<file path="src/rtl/stp_multi_if.sv">
// stp_multi_if: request, memory-write and completion signals of the multi-register
// store engine, bundled into one interface.
//   master : request source and memory model side
//            (drives req_*, mem_wr_ready and mem_wr_ack)
//   slave  : the stp_multi engine
//            (drives req_ready, mem_wr_*, done_*, busy)
// Optional writeback signals (req_wb, wb_valid, wb_addr) are present only when
// the macro STP_WRITEBACK_EN is defined.
interface stp_multi_if #(
   parameter int unsigned DATA_W   = 64,
   parameter int unsigned ADDR_W   = 48,
   parameter int unsigned NUM_REGS = 4
);
   localparam int unsigned CNT_W = $clog2(NUM_REGS) + 1;
   localparam int unsigned VEC_W = NUM_REGS * DATA_W;

   logic              req_valid;
   logic              req_ready;
   logic [ADDR_W-1:0] req_addr;
   logic [CNT_W-1:0]  req_count;
   logic [VEC_W-1:0]  req_data;
   logic [7:0]        req_tag;
   logic              mem_wr_valid;
   logic              mem_wr_ready;
   logic [ADDR_W-1:0] mem_wr_addr;
   logic [DATA_W-1:0] mem_wr_data;
   logic              mem_wr_ack;
   logic              done_valid;
   logic [7:0]        done_tag;
   logic              busy;
`ifdef STP_WRITEBACK_EN
   logic              req_wb;
   logic              wb_valid;
   logic [ADDR_W-1:0] wb_addr;
`endif

   modport master (
      output req_valid, req_addr, req_count, req_data, req_tag, mem_wr_ready, mem_wr_ack,
`ifdef STP_WRITEBACK_EN
      output req_wb,
      input  wb_valid, wb_addr,
`endif
      input  req_ready, mem_wr_valid, mem_wr_addr, mem_wr_data, done_valid, done_tag, busy
   );

   modport slave (
      input  req_valid, req_addr, req_count, req_data, req_tag, mem_wr_ready, mem_wr_ack,
`ifdef STP_WRITEBACK_EN
      input  req_wb,
      output wb_valid, wb_addr,
`endif
      output req_ready, mem_wr_valid, mem_wr_addr, mem_wr_data, done_valid, done_tag, busy
   );
endinterface

</file>
<file path="src/rtl/stp_multi.sv">
// stp_multi: multi-register store engine. Queues store requests of up to NUM_REGS
// registers in a REQ_DEPTH-entry FIFO, serialises each into consecutive write
// beats at stride DATA_W/8 bytes, keeps at most MAX_OUT beats unacknowledged and
// pulses done_valid/done_tag once every beat of a request is acknowledged.
// Ports:
//   clk   : clock
//   reset : synchronous active-low reset
//   bus   : stp_multi_if.slave (request, memory write, ack, completion, busy)
// Optional feature macro STP_WRITEBACK_EN: adds req_wb/wb_valid/wb_addr to report
// the post-indexed base address alongside the done pulse.
module stp_multi #(
   parameter int unsigned DATA_W    = 64,
   parameter int unsigned ADDR_W    = 48,
   parameter int unsigned NUM_REGS  = 4,
   parameter int unsigned REQ_DEPTH = 4,
   parameter int unsigned MAX_OUT   = 8
) (
   input logic        clk,
   input logic        reset,
   stp_multi_if.slave bus
);
   localparam int unsigned CNT_W  = $clog2(NUM_REGS) + 1;
   localparam int unsigned PTR_W  = $clog2(REQ_DEPTH);
   localparam int unsigned LVL_W  = PTR_W + 1;
   localparam int unsigned OUT_W  = $clog2(MAX_OUT + 1);
   localparam int unsigned STRIDE = DATA_W / 8;
   localparam int unsigned VEC_W  = NUM_REGS * DATA_W;

   typedef enum logic [1:0] {IDLE, ISSUE, DRAIN} state_t;

   // request FIFO storage
   logic [ADDR_W-1:0] fifo_addr  [REQ_DEPTH];
   logic [CNT_W-1:0]  fifo_count [REQ_DEPTH];
   logic [VEC_W-1:0]  fifo_data  [REQ_DEPTH];
   logic [7:0]        fifo_tag   [REQ_DEPTH];
   logic [PTR_W-1:0]  wr_ptr;
   logic [PTR_W-1:0]  rd_ptr;
   logic [LVL_W-1:0]  level;

   // request currently being issued
   state_t            state;
   logic [ADDR_W-1:0] work_addr;
   logic [CNT_W-1:0]  work_count;
   logic [VEC_W-1:0]  work_data;
   logic [7:0]        work_tag;
   logic [CNT_W-1:0]  idx;
   logic [OUT_W-1:0]  outstanding;
`ifdef STP_WRITEBACK_EN
   logic              fifo_wb [REQ_DEPTH];
   logic              work_wb;
`endif

   logic              push_c;
   logic              pop_c;
   logic              hs_c;
   logic              ack_c;
   logic              to_idle_c;
   logic [CNT_W-1:0]  clamp_c;
   logic [CNT_W-1:0]  idx_next_c;
   logic [OUT_W-1:0]  out_next_c;
   logic [LVL_W-1:0]  level_next_c;
   logic [ADDR_W-1:0] beat_addr_c;
   logic [DATA_W-1:0] beat_data_c;

   // handshakes, counters and next-beat address/data
   always_comb begin
      push_c       = bus.req_valid && bus.req_ready;
      pop_c        = (state == IDLE) && (level != '0);
      hs_c         = (state == ISSUE) && bus.mem_wr_valid && bus.mem_wr_ready;
      // an ack with nothing outstanding is stray and dropped
      ack_c        = bus.mem_wr_ack && (outstanding != '0);
      clamp_c      = (bus.req_count > CNT_W'(NUM_REGS)) ? CNT_W'(NUM_REGS) : bus.req_count;
      idx_next_c   = idx + CNT_W'(hs_c);
      out_next_c   = outstanding + OUT_W'(hs_c) - OUT_W'(ack_c);
      level_next_c = level + LVL_W'(push_c) - LVL_W'(pop_c);
      to_idle_c    = ((state == IDLE) && !pop_c) || ((state == DRAIN) && (out_next_c == '0));
      beat_addr_c  = work_addr + ADDR_W'(idx_next_c) * ADDR_W'(STRIDE);
      beat_data_c  = '0;
      for (int unsigned i = 0; i < NUM_REGS; i++) begin
         if (idx_next_c == CNT_W'(i)) beat_data_c = work_data[i*DATA_W +: DATA_W];
      end
   end

   // FIFO, FSM and registered outputs
   always_ff @(posedge clk) begin
      if (!reset) begin
         state            <= IDLE;
         wr_ptr           <= '0;
         rd_ptr           <= '0;
         level            <= '0;
         outstanding      <= '0;
         idx              <= '0;
         work_addr        <= '0;
         work_count       <= '0;
         work_data        <= '0;
         work_tag         <= '0;
         bus.req_ready    <= 1'b1;
         bus.mem_wr_valid <= 1'b0;
         bus.mem_wr_addr  <= '0;
         bus.mem_wr_data  <= '0;
         bus.done_valid   <= 1'b0;
         bus.done_tag     <= '0;
         bus.busy         <= 1'b0;
`ifdef STP_WRITEBACK_EN
         work_wb          <= 1'b0;
         bus.wb_valid     <= 1'b0;
         bus.wb_addr      <= '0;
`endif
      end else begin
         outstanding    <= out_next_c;
         level          <= level_next_c;
         bus.req_ready  <= (level_next_c != LVL_W'(REQ_DEPTH));
         bus.busy       <= (level_next_c != '0) || !to_idle_c;
         bus.done_valid <= 1'b0;
`ifdef STP_WRITEBACK_EN
         bus.wb_valid   <= 1'b0;
         bus.wb_addr    <= '0;
`endif

         if (push_c) begin
            fifo_addr[wr_ptr]  <= bus.req_addr;
            fifo_count[wr_ptr] <= clamp_c;
            fifo_data[wr_ptr]  <= bus.req_data;
            fifo_tag[wr_ptr]   <= bus.req_tag;
`ifdef STP_WRITEBACK_EN
            fifo_wb[wr_ptr]    <= bus.req_wb;
`endif
            wr_ptr             <= wr_ptr + PTR_W'(1);
         end

         case (state)
            IDLE: begin
               if (pop_c) begin
                  work_addr  <= fifo_addr[rd_ptr];
                  work_count <= fifo_count[rd_ptr];
                  work_data  <= fifo_data[rd_ptr];
                  work_tag   <= fifo_tag[rd_ptr];
`ifdef STP_WRITEBACK_EN
                  work_wb    <= fifo_wb[rd_ptr];
`endif
                  rd_ptr     <= rd_ptr + PTR_W'(1);
                  idx        <= '0;
                  if (fifo_count[rd_ptr] == '0) begin
                     state <= DRAIN;
                  end else begin
                     // first beat comes straight from the FIFO head
                     state            <= ISSUE;
                     bus.mem_wr_valid <= (out_next_c < OUT_W'(MAX_OUT));
                     bus.mem_wr_addr  <= fifo_addr[rd_ptr];
                     bus.mem_wr_data  <= fifo_data[rd_ptr][DATA_W-1:0];
                  end
               end
            end
            ISSUE: begin
               idx <= idx_next_c;
               if (hs_c && (idx_next_c == work_count)) begin
                  state            <= DRAIN;
                  bus.mem_wr_valid <= 1'b0;
               end else begin
                  // valid follows the outstanding limit; addr/data move only on a handshake
                  bus.mem_wr_valid <= (out_next_c < OUT_W'(MAX_OUT));
                  if (hs_c) begin
                     bus.mem_wr_addr <= beat_addr_c;
                     bus.mem_wr_data <= beat_data_c;
                  end
               end
            end
            DRAIN: begin
               if (out_next_c == '0) begin
                  state          <= IDLE;
                  bus.done_valid <= 1'b1;
                  bus.done_tag   <= work_tag;
`ifdef STP_WRITEBACK_EN
                  bus.wb_valid   <= work_wb;
                  bus.wb_addr    <= work_addr + ADDR_W'(work_count) * ADDR_W'(STRIDE);
`endif
               end
            end
            default: state <= IDLE;
         endcase
      end
   end
endmodule
</file>
<file path="src/flat_wrapper.sv">
// flat-port wrapper written by rule: the top's interface ports become plain ports
module stp_multi_flat 
#(
   parameter int unsigned DATA_W    = 64,
   parameter int unsigned ADDR_W    = 48,
   parameter int unsigned NUM_REGS  = 4,
   parameter int unsigned REQ_DEPTH = 4,
   parameter int unsigned MAX_OUT   = 8
)
  (clk, reset, bus_req_valid, bus_req_addr, bus_req_count, bus_req_data, bus_req_tag, bus_mem_wr_ready, bus_mem_wr_ack, bus_req_ready, bus_mem_wr_valid, bus_mem_wr_addr, bus_mem_wr_data, bus_done_valid, bus_done_tag, bus_busy);
  stp_multi_if #(.DATA_W(DATA_W), .ADDR_W(ADDR_W), .NUM_REGS(NUM_REGS)) bus_i ();
  input logic clk;
  input logic reset;
  input wire logic [$bits(bus_i.req_valid)-1:0] bus_req_valid;
  input wire logic [$bits(bus_i.req_addr)-1:0] bus_req_addr;
  input wire logic [$bits(bus_i.req_count)-1:0] bus_req_count;
  input wire logic [$bits(bus_i.req_data)-1:0] bus_req_data;
  input wire logic [$bits(bus_i.req_tag)-1:0] bus_req_tag;
  input wire logic [$bits(bus_i.mem_wr_ready)-1:0] bus_mem_wr_ready;
  input wire logic [$bits(bus_i.mem_wr_ack)-1:0] bus_mem_wr_ack;
  output wire logic [$bits(bus_i.req_ready)-1:0] bus_req_ready;
  output wire logic [$bits(bus_i.mem_wr_valid)-1:0] bus_mem_wr_valid;
  output wire logic [$bits(bus_i.mem_wr_addr)-1:0] bus_mem_wr_addr;
  output wire logic [$bits(bus_i.mem_wr_data)-1:0] bus_mem_wr_data;
  output wire logic [$bits(bus_i.done_valid)-1:0] bus_done_valid;
  output wire logic [$bits(bus_i.done_tag)-1:0] bus_done_tag;
  output wire logic [$bits(bus_i.busy)-1:0] bus_busy;
  assign bus_i.req_valid = bus_req_valid;
  assign bus_i.req_addr = bus_req_addr;
  assign bus_i.req_count = bus_req_count;
  assign bus_i.req_data = bus_req_data;
  assign bus_i.req_tag = bus_req_tag;
  assign bus_i.mem_wr_ready = bus_mem_wr_ready;
  assign bus_i.mem_wr_ack = bus_mem_wr_ack;
  assign bus_req_ready = bus_i.req_ready;
  assign bus_mem_wr_valid = bus_i.mem_wr_valid;
  assign bus_mem_wr_addr = bus_i.mem_wr_addr;
  assign bus_mem_wr_data = bus_i.mem_wr_data;
  assign bus_done_valid = bus_i.done_valid;
  assign bus_done_tag = bus_i.done_tag;
  assign bus_busy = bus_i.busy;
  stp_multi #(.DATA_W(DATA_W), .ADDR_W(ADDR_W), .NUM_REGS(NUM_REGS), .REQ_DEPTH(REQ_DEPTH), .MAX_OUT(MAX_OUT)) u_core (.clk(clk), .reset(reset), .bus(bus_i));
endmodule
</file>
<file path="config.mk">
export PLATFORM = sky130hd
export DESIGN_NAME = stp_multi_flat
export DESIGN_NICKNAME = d
export VERILOG_FILES = /design/src/rtl/stp_multi_if.sv /design/src/rtl/stp_multi.sv /design/src/flat_wrapper.sv
export SDC_FILE = /design/constraint.sdc
export NUM_CORES = 2
export LEC_CHECK = 0
export CAP_MARGIN = 20
export CORE_UTILIZATION = 53
export DETAILED_ROUTE_END_ITERATION = 6
export HOLD_SLACK_MARGIN = 0.06
export PLACE_DENSITY = 0.87
export SYNTH_ARGS = -nofsm -noshare
export SYNTH_HDL_FRONTEND = slang
export SYNTH_SLANG_ARGS = --single-unit
export TNS_END_PERCENT = 20
</file>
<file path="constraint.sdc">
create_clock -name clk -period 10.5 [get_ports clk]
set_input_delay 1.575 -clock clk [delete_from_list [all_inputs] [get_ports clk]]
set_output_delay 1.575 -clock clk [all_outputs]
set_load 0.005 [all_outputs]
</file>
# After elaboration in Yosys (flattened, before gate mapping)
# Memory sizes are Yosys's and may differ from the RTL's. A register that Yosys moved wholly into a read port is not among the register bits.
# Cells that the tools add are included.
dict set report word_totals {
  reg_bits 447
  n_memories 4
  ramBits 1260
  in_bits 320
}
# name words word_bits read_ports rd_clocked_by_memory_dff write_ports line
set memory_table {}
lappend memory_table {u_core.fifo_data 4 256 1 1 1 stp_multi.sv:34} ;# logic [VEC_W-1:0] fifo_data [REQ_DEPTH];
lappend memory_table {u_core.fifo_addr 4 48 1 1 1 stp_multi.sv:32} ;# logic [ADDR_W-1:0] fifo_addr [REQ_DEPTH];
lappend memory_table {u_core.fifo_tag 4 8 1 1 1 stp_multi.sv:35} ;# logic [7:0] fifo_tag [REQ_DEPTH];
lappend memory_table {u_core.fifo_count 4 3 1 1 1 stp_multi.sv:33} ;# logic [CNT_W-1:0] fifo_count [REQ_DEPTH];
dict set report classes {
  n_reduce_logical 28
  magnitude_cmp 2
  muxes 36
  eq_ne 13
  addsub 8
}
# cell count
set ops {}
lappend ops {{$mux W64} 8}
lappend ops {{$mux W48} 4}
lappend ops {{$pmux W64 S2} 1}
lappend ops {{$pmux W48 S2} 1}
lappend ops {{$add A48 B6 Y48} 1}
lappend ops {{$mux W2} 10}
lappend ops {{$logic_and A1 B1 Y1} 8}
lappend ops {{$ne A2 B2 Y1 const B} 4}
lappend ops {{$reduce_and A2 Y1} 4}
lappend ops {{$mux W1} 7}
lappend ops {{$add A3 B1 Y3} 2}
lappend ops {{$eq A3 B2 Y1 const B} 2}
lappend ops {{$logic_not A3 Y1} 2}
lappend ops {{$mux W3} 2}
lappend ops {{$pmux W2 S3} 1}
lappend ops {{$pmux W3 S2} 1}
lappend ops {{$reduce_and A3 Y1} 2}
lappend ops {{$reduce_bool A3 Y1} 2}
lappend ops {{$reduce_and A5 Y1} 1}
lappend ops {{$add A2 B1 Y2 const B} 2}
lappend ops {{$add A4 B1 Y4} 1}
lappend ops {{$logic_not A4 Y1} 1}
lappend ops {{$lt A4 B4 Y1 const B} 1}
lappend ops {{$ne A2 B1 Y1 const B} 2}
lappend ops {{14 further kinds} 17}

# Depth between registers and ports, before layout
dict set report depth {
  word_depth 12
  ltp_mapped 15
  mapped_depth_nobuf 12
}

# Worst setup path before layout
# Ideal clock, no wire load.
dict set report synth_timing {
  path_kind {input to register}
  startpoint {input reset}
  endpoint {memory u_core.fifo_addr[1][0], enable pin}
  arrival_time_ns 9.412
  path_slack_ns 0.370
  path_stages 4
  t_required_ns 9.783
  setup_ns 0.717
  cell_sequence {clkbuf_1 > clkbuf_1 > and3_1 > and2_1}
}
dict set report synth_between {
  elab_chain_cells 2
}
# element line
set synth_lines {}
lappend synth_lines {{start, declared} flat_wrapper.sv:13} ;# input logic reset;
lappend synth_lines {{$mux W1} stp_multi.sv:86} ;# if (!reset) begin
lappend synth_lines {{$mux W1 (implied by the code)} stp_multi.sv:121} ;# fifo_addr[wr_ptr] <= bus.req_addr;
lappend synth_lines {{end, declared} stp_multi.sv:32}
# Every way passes these cells.

# Worst setup path after layout
dict set report layout_timing {
  startpoint {input bus_mem_wr_ready}
  endpoint {register u_core.bus.mem_wr_data[38]}
}
dict set report layout_between {
  elab_chain_cells 10
}
# element line
set layout_lines {}
lappend layout_lines {{start, declared} flat_wrapper.sv:19} ;# input wire logic [$bits(bus_i.mem_wr_ready)-1:0] bus_mem_wr_ready;
lappend layout_lines {{$logic_and A1 B1 Y1 *} stp_multi.sv:69} ;# hs_c = (state == ISSUE) && bus.mem_wr_valid && bus.mem_wr_ready;
lappend layout_lines {{$add A3 B1 Y3} stp_multi.sv:73} ;# idx_next_c = idx + CNT_W'(hs_c);
lappend layout_lines {{$logic_not A3 Y1} stp_multi.sv:80} ;# if (idx_next_c == CNT_W'(i)) beat_data_c = work_data[i*DATA_W +: DATA_W];
lappend layout_lines {{$mux W64 (4 in series)} stp_multi.sv:80}
lappend layout_lines {{$mux W64} stp_multi.sv:162} ;# if (hs_c) begin
lappend layout_lines {{$mux W64} stp_multi.sv:156} ;# if (hs_c && (idx_next_c == work_count)) begin
lappend layout_lines {{$pmux W64 S2} stp_multi.sv:131} ;# case (state)
lappend layout_lines {{end signal, assigned} stp_multi.sv:150} ;# bus.mem_wr_data <= fifo_data[rd_ptr][DATA_W-1:0];
lappend layout_lines {{end signal, assigned} stp_multi.sv:164} ;# bus.mem_wr_data <= beat_data_c;
lappend layout_lines {{end, declared} stp_multi_if.sv:52} ;# output req_ready, mem_wr_valid, mem_wr_addr, mem_wr_data, done_valid, done_tag, busy
# Mark *: on every way between the ends. The rest lies on a longest branch, timed or not. The select of a mux whose other input is x is not followed.
# A chain may end at the register's enable or synchronous reset.

==> impl_metrics.yaml <==
place:
  detailed_place_hpwl_mm: 91.8
  dp_slack_ns: 4.35
  dpl_cell_area_um2: 71700
  place_congestion: 0.914
  io_buffers: 443
logic_synthesis:
  synth_top_cell_by_area: "edfxtp_1"
  syn_area_um2: 65900
  synth.distinct_cells: 63
  yosysMostFrequentCell: "edfxtp_1"
  synth_top_area_share_pct: 57.4
  syn_inst: 4015
  synth-seq-cells: 1717
  yosysWarnings: 0
  avgSynthCellArea_um2: 16.4
  synth_nets: 4354
  synth.area.top_cells: "edfxtp_1 57%, dfxtp_1 14%, mux4_2 13%, nand2_1 4.0%, a21boi_0 3.6%"
  ys_seq_area_share_pct: 71.3
  synth-edff-count: 1260
  ys_async_sr_fraction_pct: 0
  ys.flop_type: "edfxtp_1"
  synth_common_cells: "1260 x edfxtp_1, 699 x nand2_1, 457 x dfxtp_1"
worst_setup_path:
  critPathCaptureType: "flop"
  required_ns: 11.19
  start_kind: "primary input"
  path_max_fanout: 64
  cp.arrival_ns: 6.22
  critical_path_class: "in -> reg"
routing:
  routedWlPerCell_um: 26.1
  via_per_inst: 6.16
  routed_wl_mm: 162
  drt-initial-drc-count: 4167
  drc_errors: 0
  ant_nets: 0
  firstDrtPassIters: 6
  vias: 38100
final_layout:
  fillCellCount: 8169
  syn2layout_area_growth_pct: 17.2
  final_nets: 4721
  final_area_um2: 77200
  drive_above_1_share_pct: 14.9
grt:
  grt_pass1_wl_mm: 241
  antenna_found_initial: 55
  grt_max_degree: 251
  grt_pass1_vias: 38600
  overflow: 0
  grt_usage_pct: 25.5
clock_tree:
  clkTransAtPathRegs_ns: 0.06
  cts_setup_buffers: 0
  root_buffer: "clkbuf_16"
  clk_path_buf_depth: 3
  cts_tree: "yes"
  cts_sinks: 1717
  worstSkewPairLatency_ns: 0.80
  hold_buffers: 0
  cts_max_level: 4
  post_cts_resized: 0
  numCtsBuffers: 165
sta:
  worst_slew_pin_slew_ns: 1.25
  setup-violations-final: 0
  rsz0062_at_grt: "false"
  fmax_ghz: 0.181
  fin_skew_ns: 0.0253
  setup_slack_ns: 4.97
  finalMaxSlewViolations: 0
  slew_headroom_pct: 16.5
  timing.final.crit_share_pct: 52.7
  worst_hold_slack_ns: 0.462
  period_needed_ns: 5.53
  fin_setup_tns_ns: 0
  hold_viol: 0
die:
  die_w_um: 355
  initial_core_util_pct: 53.8
  dieArea_um2: 126000
  core_area_um2: 123000
  pin_count: 444
  die_y_um: 355
  rows: 128
power_and_ir_drop:
  p_leak_nw: 24.7
  p_per_area_nw_per_um2: 258
  ir_drop_v: 0.000248
status:
  status: "finished, final reports clean"
run:
  cap_viol_max_count: 0
min_path:
  hold_class: "reg -> reg"
[worst max-delay path: stages]
cell and delay (ns):
clkdlybuf4s50_1 0.48, nand4b_1 0.15, inv_1 0.10, ha_4 0.17
ha_4 0.61, xor2_1 0.13, nor4_1 0.89, or3_4 0.64
buf_4 0.91, a221oi_1 0.17, nor3b_1 0.31
[layout make-up]
class	count	area [um^2]	area share (%)
Sequential cell	1717	47000	60.9
Multi-Input combinational cell	1999	17800	23.0
Timing Repair Buffer	476	4860	6.30
Clock buffer	242	4690	6.08
Tap cell	1625	2030	2.63
Clock inverter	69	701	0.907
Inverter	23	93.8	0.122
Antenna cell	36	90.1	0.117
[metal layers]
metal	routed length, um	GRT usage (%)
met5	274	0
met4	5250	9.70
met3	16600	7.55
met2	79900	41.2
met1	59700	32.7
[metrics by stage]
step,utilization (%),power (mW),instances
after floorplan,-,12.2,4015
after global placement,58.6,13.8,5840
after detailed placement,58.6,14.0,5840
after CTS,63.0,19.9,6151
after global routing,63.0,20.7,6174
final,63.0,19.9,6187
[power by group]
part           total, mW  internal [mW]  switching, mW
clock               5.89           3.33           2.56
sequential          8.80           8.19          0.616
combinational       5.19           2.12           3.08
[registers in the layout, summed over array words and instances (netlist names), 12 cells and up, named ones only]
register and cells:
u_core.work_addr 48, u_core.bus.mem_wr_addr 48, u_core.fifo_count 12, u_core.work_data 256, u_core.fifo_addr 192, u_core.bus.mem_wr_data 64, u_core.fifo_tag 32, u_core.fifo_data 1024
[path summary, 6_finish.rpt]
path / startpoint / endpoint / slack, ns / depth (start not counted)
hold reg to reg: u_core.work_tag[7]$_SDFFE_PN0P_ / u_core.bus.done_tag[7]$_SDFFE_PN0P_ / 0.46 / 2
hold / removal: u_core.work_tag[7]$_SDFFE_PN0P_ / u_core.bus.done_tag[7]$_SDFFE_PN0P_ / 0.46 / 2
setup / recovery: bus_mem_wr_ready / u_core.bus.mem_wr_data[38]$_SDFFE_PN0P_ / 4.97 / 11
setup reg to reg: u_core.state[1]$_SDFFE_PN0P_ / u_core.bus.mem_wr_data[38]$_SDFFE_PN0P_ / 5.63 / 10
[cells in the final DEF, fill, tap and decap left out, drive strengths merged, types with 31 or more instances in the layout]
cell type      synthesis  final
edfxtp              1260   1260
nand3                 50     50
buf                   82     34
dfxtp                457    457
a21boi               322    322
clkbuf               194    242
nand2                699    699
diode                  0     36
mux4                 379    379
nor2                  80     80
o21ai                 51     51
clkinv                 0     51
clkdlybuf4s50          0    442
inv                   23     31
nor3b                 65     65
a221oi                66     66
[cells by family after synthesis]
family	synth area share, %
AO/OA/AOI/OAI	6.07
XOR/XNOR	0.329
adder cells (fa/ha/maj)	0.395
buffers and inverters	1.84
flip-flops	71.3
multiplexers	13.2
AND/OR/NAND/NOR	6.82
(Power assumes the default switching activity.)
